File: config.mk
export PLATFORM = sky130hd
export DESIGN_NAME = axis_step_glide
export DESIGN_NICKNAME = d
export VERILOG_FILES = /design/src/rtl/axis_step_glide.sv
export SDC_FILE = /design/constraint.sdc
export NUM_CORES = 1
export LEC_CHECK = 0
export ABC_AREA = 1
export CAP_MARGIN = 20
export CORE_MARGIN = 4
export CORE_UTILIZATION = 40
export CTS_BUF_LIST = sky130_fd_sc_hd__clkbuf_2 sky130_fd_sc_hd__clkbuf_4 sky130_fd_sc_hd__clkbuf_8
export CTS_CLUSTER_DIAMETER = 40
export DETAILED_ROUTE_END_ITERATION = 7
export SLEW_MARGIN = 20
export SYNTH_ARGS = -nofsm -noshare
export SYNTH_HDL_FRONTEND = slang
export SYNTH_SLANG_ARGS = --single-unit
File: constraint.sdc
create_clock -name aclk -period 5.9 [get_ports aclk]
set_clock_uncertainty 0.2 [all_clocks]
set_input_delay 1.18 -clock aclk [delete_from_list [all_inputs] [get_ports aclk]]
set_output_delay 1.18 -clock aclk [all_outputs]
set_load 0.1 [all_outputs]
File: src/rtl/axis_step_glide.sv
// axis_step_glide
//   Phase-step slew limiter that sits in front of the NCO step input. A new
//   target step arrives on an AXI-Stream slave. The output step then moves
//   toward that target in fixed increments, one increment every cfg_div+1
//   clocks. A frequency change therefore becomes a linear glide and never
//   reaches the noise-shaper chain as an instantaneous jump. The output word
//   is continuously valid, so it can feed the NCO with tvalid tied high.
//
// Ports
//   aclk                clock
//   arst                synchronous active-high reset
//   s_axis_data_tdata   target phase step (unsigned)
//   s_axis_data_tvalid  target valid
//   s_axis_data_tready  target accepted when high together with tvalid
//   cfg_div             clocks between ramp updates, minus one
//   cfg_delta           step increment per update; zero requests an immediate jump
//   m_axis_data_tdata   current phase step
//   m_axis_data_tvalid  output valid; held high from the first cycle after reset
//   busy                high while a ramp is in progress
//   done                one-cycle pulse when the output has reached the target
module axis_step_glide #(
  parameter int ACC_WIDTH = 32,
  parameter int DIV_WIDTH = 16
) (
  input  logic                 aclk,
  input  logic                 arst,
  input  logic [ACC_WIDTH-1:0] s_axis_data_tdata,
  input  logic                 s_axis_data_tvalid,
  output logic                 s_axis_data_tready,
  input  logic [DIV_WIDTH-1:0] cfg_div,
  input  logic [ACC_WIDTH-1:0] cfg_delta,
  output logic [ACC_WIDTH-1:0] m_axis_data_tdata,
  output logic                 m_axis_data_tvalid,
  output logic                 busy,
  output logic                 done
);

  typedef enum logic {
    IDLE = 1'b0,
    RAMP = 1'b1
  } state_t;

  localparam logic [DIV_WIDTH-1:0] CNT_ONE = {{(DIV_WIDTH-1){1'b0}}, 1'b1};

  state_t               state;
  state_t               state_next;

  logic [ACC_WIDTH-1:0] cur;
  logic [ACC_WIDTH-1:0] cur_next;
  logic [ACC_WIDTH-1:0] tgt;
  logic [ACC_WIDTH-1:0] tgt_next;
  logic [ACC_WIDTH-1:0] delta_l;
  logic [ACC_WIDTH-1:0] delta_next;
  logic [DIV_WIDTH-1:0] div_l;
  logic [DIV_WIDTH-1:0] div_next;
  logic [DIV_WIDTH-1:0] cnt;
  logic [DIV_WIDTH-1:0] cnt_next;
  logic                 done_r;
  logic                 done_next;
  logic                 out_vld;

  logic                 accept;
  logic [ACC_WIDTH:0]   diff;

  // Distance between two unsigned steps, one bit wider than the operands so
  // the subtraction can never wrap.
  function automatic logic [ACC_WIDTH:0] abs_diff(
    input logic [ACC_WIDTH-1:0] a,
    input logic [ACC_WIDTH-1:0] b
  );
    logic [ACC_WIDTH:0] aw;
    logic [ACC_WIDTH:0] bw;
    aw = {1'b0, a};
    bw = {1'b0, b};
    return (aw >= bw) ? (aw - bw) : (bw - aw);
  endfunction

  // One increment toward the target. Only called when the remaining distance
  // exceeds the increment, so the result stays strictly between cur and tgt
  // and cannot wrap past zero or full scale.
  function automatic logic [ACC_WIDTH-1:0] step_toward(
    input logic [ACC_WIDTH-1:0] c,
    input logic [ACC_WIDTH-1:0] t,
    input logic [ACC_WIDTH-1:0] d
  );
    return (t > c) ? (c + d) : (c - d);
  endfunction

  // out_vld is low only while reset is being applied, which also keeps
  // tready low across the reset window.
  assign s_axis_data_tready = (state == IDLE) && out_vld;
  assign accept             = s_axis_data_tvalid && s_axis_data_tready;
  assign diff               = abs_diff(tgt, cur);

  assign m_axis_data_tdata  = cur;
  assign m_axis_data_tvalid = out_vld;
  assign busy               = (state == RAMP);
  assign done               = done_r;

  always_ff @(posedge aclk) begin
    if (arst) begin
      state <= IDLE;
    end else begin
      state <= state_next;
    end
  end

  always_comb begin
    state_next = state;
    cur_next   = cur;
    tgt_next   = tgt;
    delta_next = delta_l;
    div_next   = div_l;
    cnt_next   = cnt;
    done_next  = 1'b0;

    case (state)
      IDLE: begin
        if (accept) begin
          tgt_next   = s_axis_data_tdata;
          delta_next = cfg_delta;
          div_next   = cfg_div;
          if (s_axis_data_tdata == cur) begin
            done_next = 1'b1;
          end else if (cfg_delta == '0) begin
            cur_next  = s_axis_data_tdata;
            done_next = 1'b1;
          end else begin
            cnt_next   = cfg_div;
            state_next = RAMP;
          end
        end
      end

      RAMP: begin
        if (cnt != '0) begin
          cnt_next = cnt - CNT_ONE;
        end else if (diff <= {1'b0, delta_l}) begin
          // Final (possibly partial) increment lands exactly on the target.
          cur_next   = tgt;
          done_next  = 1'b1;
          state_next = IDLE;
        end else begin
          cur_next = step_toward(cur, tgt, delta_l);
          cnt_next = div_l;
        end
      end

      default: begin
        state_next = IDLE;
      end
    endcase
  end

  always_ff @(posedge aclk) begin
    if (arst) begin
      cur     <= '0;
      tgt     <= '0;
      cnt     <= '0;
      done_r  <= 1'b0;
      out_vld <= 1'b0;
    end else begin
      cur     <= cur_next;
      tgt     <= tgt_next;
      cnt     <= cnt_next;
      done_r  <= done_next;
      out_vld <= 1'b1;
    end
  end

  // Increment and divider are only read in RAMP, after a fresh accept has
  // loaded them, so they carry no reset.
  always_ff @(posedge aclk) begin
    delta_l <= delta_next;
    div_l   <= div_next;
  end

endmodule

==> results of run 1 <==
logic make-up (layout without fill, tap and decap cells):
family	count (synthesis)	count (layout)	share of synthesized area [%]
XOR/XNOR	110	110	7.28
flip-flops	131	131	23.4
AND/OR/NAND/NOR	762	762	25.5
AO/OA/AOI/OAI	511	511	20.7
adder cells (fa/ha/maj)	133	133	12.7
multiplexers	5	5	0.378
buffers and inverters	336	465	9.97
area by class of cell:
type / instances / area, sq um / share of cell area (%)
multi-input cells: 1521 / 8820 / 57.2
inverters: 281 / 1060 / 6.86
well taps: 442 / 553 / 3.58
repair buffers: 152 / 1460 / 9.47
clock buffers: 19 / 255 / 1.65
clock inverters: 13 / 175 / 1.14
flip-flops and latches: 131 / 3100 / 20.1
flip-flops by register name, indices dropped and copies added (netlist names):
register,cells
m_axis_data_tdata,32
cnt,16
busy,1
tgt,32
delta_l,32
done,1
m_axis_data_tvalid,1
div_l,16
through the flow:
stage / cells / instance area (sq um) / hold WS, ns / total power, mW
floorplan: 1988 / 13200 / 0.269 / 2.90
global placement: 2527 / 15000 / 0.294 / 3.74
detailed placement: 2527 / 15000 / 0.291 / 3.74
CTS: 2559 / 15400 / 0.303 / 4.63
global route: 2559 / 15400 / 0.335 / 4.99
finish: 2559 / 15400 / 0.304 / 4.68
metal layers:
layer	up-vias	GRT usage [%]	share of wire, %
li1	6894	-	-
met1	6677	40.1	45
met2	611	44.8	44
met3	65	4.29	8.3
met4	0	8.01	2.3
met5	-	0	0
how the worst min path moves through the flow:
stage,depth (start not counted),end,slack (ns)
final,2,cnt[15],0.30
after global routing,2,cnt[15],0.33
after CTS,2,cnt[15],0.30
after detailed placement,2,cnt[15],0.29
after global placement,2,tgt[26],0.29
after floorplan,2,cnt[11],0.27
worst max-delay path, delay by kind of cell (launching register included):
kind | cells | cell delay, ns
XOR/XNOR | 1 | 0.36
flip-flops | 1 | 0.49
AO/OA/AOI/OAI | 6 | 1.22
buffers and inverters | 5 | 0.79
adder cells (fa/ha/maj) | 2 | 0.68
AND/OR/NAND/NOR | 17 | 1.77
power breakdown:
group          switching (mW)  total (mW)  internal [mW]
Combinational            1.88        2.76          0.880
Clock                   0.442       0.884          0.442
Sequential             0.0447        1.04          0.991
Total                    2.37        4.68           2.31
cell usage in the layout (no fill, tap or decap), drive strengths merged, types with 4 or more instances in the layout:
| cell | count |
|---|---|
| a21o | 13 |
| a21oi | 258 |
| a31o | 4 |
| a31oi | 10 |
| buf | 34 |
| clkbuf | 19 |
| clkdlybuf4s50 | 118 |
| clkinv | 7 |
| dfxtp | 83 |
| edfxtp | 48 |
| ha | 130 |
| inv | 283 |
| mux2i | 5 |
| nand2 | 345 |
| nand3 | 124 |
| nand4 | 36 |
| nor2 | 195 |
| nor3 | 31 |
| nor4 | 16 |
| o211ai | 11 |
| o21a | 4 |
| o21ai | 184 |
| o21bai | 11 |
| o221ai | 6 |
| or2 | 9 |
| xnor2 | 33 |
| xor2 | 77 |
Yosys cell counts (5+ instances only):
| cell | instances |
|---|---|
| a21o_1 | 13 |
| a21oi_1 | 258 |
| a31oi_1 | 10 |
| buf_2 | 14 |
| clkbuf_1 | 35 |
| dfxtp_1 | 83 |
| edfxtp_1 | 48 |
| ha_1 | 130 |
| inv_1 | 272 |
| inv_2 | 6 |
| mux2i_1 | 5 |
| nand2_1 | 335 |
| nand2_2 | 8 |
| nand3_1 | 119 |
| nand4_1 | 35 |
| nor2_1 | 181 |
| nor2_2 | 11 |
| nor3_1 | 30 |
| nor4_1 | 16 |
| o211ai_1 | 11 |
| o21ai_0 | 180 |
| o21bai_1 | 11 |
| o221ai_1 | 6 |
| or2_2 | 9 |
| xnor2_1 | 33 |
| xor2_1 | 77 |
what timing repair did:
item,in CTS,in global routing
hold buffers,0,0
setup buffers,0,0
endpoints found under the hold margin,0,0
gates resized for setup,0,5
setup endpoints to repair,0,39
==> flow_summary.toml, run 1 <==
[die]
core_area_sq_um = 32600
die_x_um = 190
start_util_pct = 40.6
die_h_um = 190
rows = 66
die_area_sq_um = 36100
io-pin-count = 119

[placement]
place_congestion = 0.990
port_buffers = 118
dp_slack_ns = 0.283
dp_hpwl_um = 41600

[synth]
yosysSeqAreaShare_pct = 23.4
synth_area_per_cell_sq_um = 6.66
yosysTopAreaCell = "dfxtp_1"
async_flop_share_pct = 0
synthFlopType = "dfxtp_1"
synthCells = 1988
synth_edf_count = 48
mappedNetlistNets = 2204
netlist-cell-type-count = 50
yosysWarningCount = 0
ys_top_cells_by_area = "dfxtp_1, ha_1, edfxtp_1"
synth_top_area_share_pct = 12.6
ys_ff_latch = 131
syn_area_sq_um = 13200

[clock_network]
cts_tree = "done"
clock-sinks = 131
clock_path_buffers = 2
cts_max_level = 4
clk_latency_ns = 0.51
clockRootBuffer = "clkbuf_8"
cts-buffers-inserted = 17
clk_pin_slew_ns = 0.09

[worst_setup_path]
slowest_stage = "dfxtp_1"
required_ns = 6.09
start_kind = "flip-flop"
slowest_delay_ns = 0.49
crit_arrival_ns = 5.83
rrSetupSlack_ns = 0.26
rr_endpoint = "m_axis_data_tdata[21]"
critical_path.most_common_cell = "nand2_1"
crit_start = "m_axis_data_tdata[20]"
setup.worst_path.end = "m_axis_data_tdata[21]"
path_max_fanout = 20
reg2reg_depth = 31
cp-end-kind = "flip-flop"
rr_startpoint = "m_axis_data_tdata[20]"
crit_type = "reg -> reg"

[route]
antenna_left = 0
drc = 0
routed_wirelength_um = 52000
vias = 14200
post_drt_wl_per_cell_um = 20.3
via_per_inst = 5.57
first_pass_iters = 5
drt-initial-drc-count = 1419

[power_and_ir_drop]
power.density_nw_per_um2 = 303
vdd_drop_max_mv = 0.165
total_leakage_power_nw = 7.09

[sta]
drv_slew = 0
fin_ws_ns = 0.257
post-route-period-util_pct = 95.6
min_period_ns = 5.64
setup_violations = 0
maxSlewHeadroom_pct = 31.8
hold_viol_final = 0
tns_ns = 0
grt_setup_unrepaired = "no"
worst_pin_slew_ns = 1.02
max_freq_ghz = 0.177

[run]
maxCapViolations = 0

[layout]
final_nets = 2320
fillCellCount = 3432
area_growth_pct = 16.6
post-route-util_pct = 47.3
drive_gt1_share_pct = 5.81
num_antenna_cells = 0

[grt]
grt_max_degree = 47
grt_overflow = 0
grt_pass1_wl_um = 79100
grt_util_all_layers_pct = 28.3
antenna_found_initial = 0
grt_pass1_vias = 13800

[min_path]
min_from = "cnt[15]"
holdCritPathClass = "reg -> reg"

[run_status]
outcome = "completed"
(Power assumes the default switching activity.)
==> run 2, diff against run 1 <==
Settings changed: CORE_ASPECT_RATIO set to 1.1, HOLD_SLACK_MARGIN set to 0.12.
==> flow_summary.toml, run 2 (synthesis results as in run 1) <==
[die]
rows = 69
die_x_um = 181
io-pin-count = 119
start_util_pct = 40.8
die_area_sq_um = 36100
core_area_sq_um = 32500
die_h_um = 199

[power_and_ir_drop]
intPower_mw = 2.19
power.density_nw_per_um2 = 294
p_seq_share_pct = 22.9
combPwrFrac_pct = 60.4
swShare_pct = 51.4
clock_power_share_pct = 16.7
total_leakage_power_nw = 7.04
p_sw_mw = 2.32
vdd_drop_max_mv = 0.242

[clock_network]
clock_path_buffers = 2
clk_pin_slew_ns = 0.10
cts_tree = "done"
clk_latency_ns = 0.51
postCtsResizedCells = 0
clock-sinks = 131
clockRootBuffer = "clkbuf_8"
post_cts.repair.setup_buffers = 0
holdBufCountCts = 0
cts_max_level = 4
cts-buffers-inserted = 17

[layout]
num_antenna_cells = 0
area_growth_pct = 15.9
design_area_sq_um = 15300
drive_gt1_share_pct = 5.81
final_nets = 2319
post-route-util_pct = 47.2
most-common-layout-cells = "nand2_1, inv_1, a21oi_1"
mostFrequentLayoutCell = "nand2_1"

[sta]
maxSlewHeadroom_pct = 28.5
hold_viol_final = 0
min_period_ns = 5.50
max_freq_ghz = 0.182
drv_slew = 0
post-route-period-util_pct = 93.2
worst_pin_slew_ns = 1.07
setup_violations = 0
tns_ns = 0
grt_setup_unrepaired = "no"

[grt]
grt_use_met3_pct = 4.28
met1_usage_pct = 37.5
antenna_found_initial = 0
grt_overflow = 0
grt_util_all_layers_pct = 28.3
grt_util_met2_pct = 46.8
grt_pass1_wl_um = 79400
grt.busiest_layer = "met2"
grt_max_degree = 67
grt_pass1_vias = 14100

[route]
via_per_inst = 5.63
post_drt_wl_per_cell_um = 20.5
antenna_left = 0
first_pass_iters = 7
vias = 14300
routed_wirelength_um = 52100
drc = 0
drt-initial-drc-count = 1322

[worst_setup_path]
crit_arrival_ns = 5.73
crit_type = "reg -> reg"
start_kind = "flip-flop"
crit_start = "m_axis_data_tdata[19]"
slowest_stage = "dfxtp_1"
required_ns = 6.13
slowest_delay_ns = 0.52
path_max_fanout = 32
cp-end-kind = "flip-flop"
rr_startpoint = "m_axis_data_tdata[19]"
critical_path.most_common_cell = "nand2_1"

[placement]
port_buffers = 118
postPlaceCellArea_sq_um = 14900
place_congestion = 0.974
dp_hpwl_um = 41800

[min_path]
holdCritPathClass = "reg -> reg"
min_from = "cnt[13]"

[run]
maxCapViolations = 0

[run_status]
outcome = "completed"
run 2: cell count changes in the layout (fill, tap and decap cells not counted), sizes merged:
cell	before	now
clkinv	7	10
clkinvlp	1	4
inv	283	280
bufinv	3	1
buf	34	33
clkbuf	19	18
run 2: worst max-delay path, delay by kind of cell, from the launching register on:
| family | cells | cell delay (ns) |
|---|---|---|
| buf+inv | 5 | 0.73 |
| simple gates | 15 | 1.87 |
| flops | 1 | 0.52 |
| xor+xnor | 1 | 0.34 |
| compound gates | 6 | 1.05 |
| fa+ha+maj | 2 | 0.67 |
run 2: power by group through the flow:
| stage | logic, mW | clock network (mW) | registers [mW] |
|---|---|---|---|
| 6_report | 2.72 | 0.754 | 1.03 |
| 5_1_grt | 2.99 | 0.799 | 1.04 |
| 4_1_cts | 2.65 | 0.769 | 1.03 |
| 3_5_place_dp | 2.64 | 0 | 1.05 |
| 3_3_place_gp | 2.63 | 0 | 1.05 |
| 2_1_floorplan | 1.79 | 0 | 1.10 |
run 2: path summary, 6_finish.rpt:
kind | endpoint | slack (ns) | depth (start not counted)
min | cnt[13] | 0.31 | 2
min reg2reg | cnt[13] | 0.31 | 2
max reg2reg | m_axis_data_tdata[20] | 0.40 | 29
max | m_axis_data_tdata[20] | 0.40 | 29
run 2: cell type report:
class	instances	area [sq um]
inverters	281	1060
flip-flops and latches	131	3110
repair buffers	151	1440
well taps	426	533
clock inverters	14	115
clock buffers	18	248
multi-input cells	1521	8830
fillers	3459	17100
run 2: layer usage:
layer	vias to the layer above	wire length, um
met3	100	3800
met2	575	23700
li1	6896	-
met4	0	1830
met1	6732	22900
met5	-	0
run 2: through the flow:
stage	hold WS, ns	std cells	power [mW]	worst slack (ns)
floorplan	0.269	1988	2.90	0.952
global placement	0.282	2510	3.68	0.177
detailed placement	0.291	2510	3.69	0.114
CTS	0.303	2542	4.46	0.0832
global route	0.327	2542	4.83	0.00269
finish	0.306	2542	4.51	0.401
==> run 3, diff against run 2 <==
Settings changed: GPL_TIMING_DRIVEN set to 0.
==> flow_summary.toml, run 3 (synthesis results as in run 1) <==
[clock_network]
post_cts.repair.setup_buffers = 0
clk_pin_slew_ns = 0.08
cts_tree = "done"
cts_max_level = 4
clockRootBuffer = "clkbuf_8"
clock-sinks = 131
clock_path_buffers = 2
cts-buffers-inserted = 17
clk_latency_ns = 0.48
holdBufCountCts = 0

[sta]
post-route-period-util_pct = 95.0
worst_pin_slew_ns = 0.985
max_freq_ghz = 0.178
hold_viol_final = 0
setup_violations = 0
maxSlewHeadroom_pct = 34.1
min_period_ns = 5.60
drv_slew = 0
grt_setup_unrepaired = "no"
fin_ws_ns = 0.295

[die]
rows = 69
die_h_um = 199
die_x_um = 181
start_util_pct = 40.8
die_area_sq_um = 36100
io-pin-count = 119
core_area_sq_um = 32500

[layout]
most-common-layout-cells = "nand2_1, inv_1, a21oi_1"
drive_gt1_share_pct = 5.80
area_growth_pct = 16.8
fillCellCount = 3418
num_antenna_cells = 0
fin_cells = 2565
mostFrequentLayoutCell = "nand2_1"
post-route-util_pct = 47.6
final_nets = 2342

[power_and_ir_drop]
vdd_drop_max_mv = 0.162
p_seq_share_pct = 22.4
power.total_mw = 4.64
clock_power_share_pct = 18.8
swShare_pct = 49.2
intPower_mw = 2.35
p_sw_mw = 2.28
total_leakage_power_nw = 7.07
power.density_nw_per_um2 = 300
combPwrFrac_pct = 58.8

[route]
top_layer = "met5"
first_pass_iters = 8
post_drt_wl_per_cell_um = 19.2
drc = 0
routed_wirelength_um = 49200
vias = 13900
via_per_inst = 5.41
antenna_left = 0
drt-initial-drc-count = 1084
dr_wl_met2_um = 23900
met3_length_um = 2820
wl_met1_um = 20500

[grt]
grt_util_all_layers_pct = 26.5
grt_pass1_vias = 13700
grt_overflow = 0
antenna_found_initial = 1
grt_pass1_wl_um = 74800
grt_max_degree = 27

[worst_setup_path]
cp-end-kind = "flip-flop"
required_ns = 6.09
slowest_delay_ns = 0.56
slowest_stage = "dfxtp_1"
crit_type = "reg -> reg"
critical_path.most_common_cell = "nand2_1"
start_kind = "flip-flop"
path_max_fanout = 10
crit_arrival_ns = 5.80

[run]
maxCapViolations = 0

[run_status]
outcome = "completed"

[placement]
dp_hpwl_um = 41700
dp_slack_ns = -0.0585
placed_cells = 2533
place_congestion = 0.991
port_buffers = 118

[min_path]
holdCritPathClass = "reg -> reg"
## run 3: cell count changes in the layout (fill, tap and decap cells not counted), sizes merged
cell,previous run,this run
clkinv,10,4
bufinv,1,4
buf,33,21
inv,280,282
clkbuf,18,54
## run 3: final cells by class
cell class	count	area (sq um)	area share [%]
buffer	55	267	1.72
clock buffer	19	262	1.69
clock inverter	13	179	1.16
inverter	281	1060	6.87
multi-input combinational	1521	8840	57.2
sequential	131	3110	20.1
tap	426	533	3.45
timing repair buffer	119	1200	7.77
## run 3: stage by stage
step	setup TNS (ns)	cell area (sq um)	hold slack (ns)
4_1_cts	0	15400	0.309
5_1_grt	0	15500	0.331
6_report	0	15500	0.307
2_1_floorplan	0	13200	0.269
3_3_place_gp	-0.530	14900	0.283
3_5_place_dp	-0.336	15000	0.298
## run 3: final timing paths
| kind | depth (start not counted) | start | to | slack (ns) |
|---|---|---|---|---|
| max | 30 | m_axis_data_tdata[17] | m_axis_data_tdata[25] | 0.30 |
| min | 2 | cnt[11] | cnt[11] | 0.31 |
| max reg2reg | 30 | m_axis_data_tdata[17] | m_axis_data_tdata[25] | 0.30 |
| min reg2reg | 2 | cnt[11] | cnt[11] | 0.31 |
## run 3: power groups by stage
stage	clock (mW)	combinational (mW)	sequential [mW]
floorplan	0	1.79	1.10
global placement	0	2.63	1.06
detailed placement	0	2.65	1.06
CTS	0.883	2.67	1.04
global route	0.920	3.02	1.05
finish	0.871	2.72	1.04
## run 3: per-layer routing
layer	vias up	global-route usage [%]
li1	6971	-
met1	6327	32.1
met2	470	47.4
met3	105	3.68
met4	2	11.3
met5	-	0
## run 3: repair_timing
item                                    in CTS  in global routing
endpoints found under the setup margin      12                 49
pin swaps                                    0                  1
gates resized for setup                      3                 22
cloned                                       0                  0
## run 3: worst max-delay path: cells and delay by family (launching register included)
family | cells | cell delay [ns]
and+or+nand+nor | 21 | 2.62
buffers and inverters | 4 | 0.74
adders and majority gates | 2 | 0.68
DFF | 1 | 0.56
xor gates and xnor gates | 1 | 0.37
AOI/OAI and AO/OA | 2 | 0.35
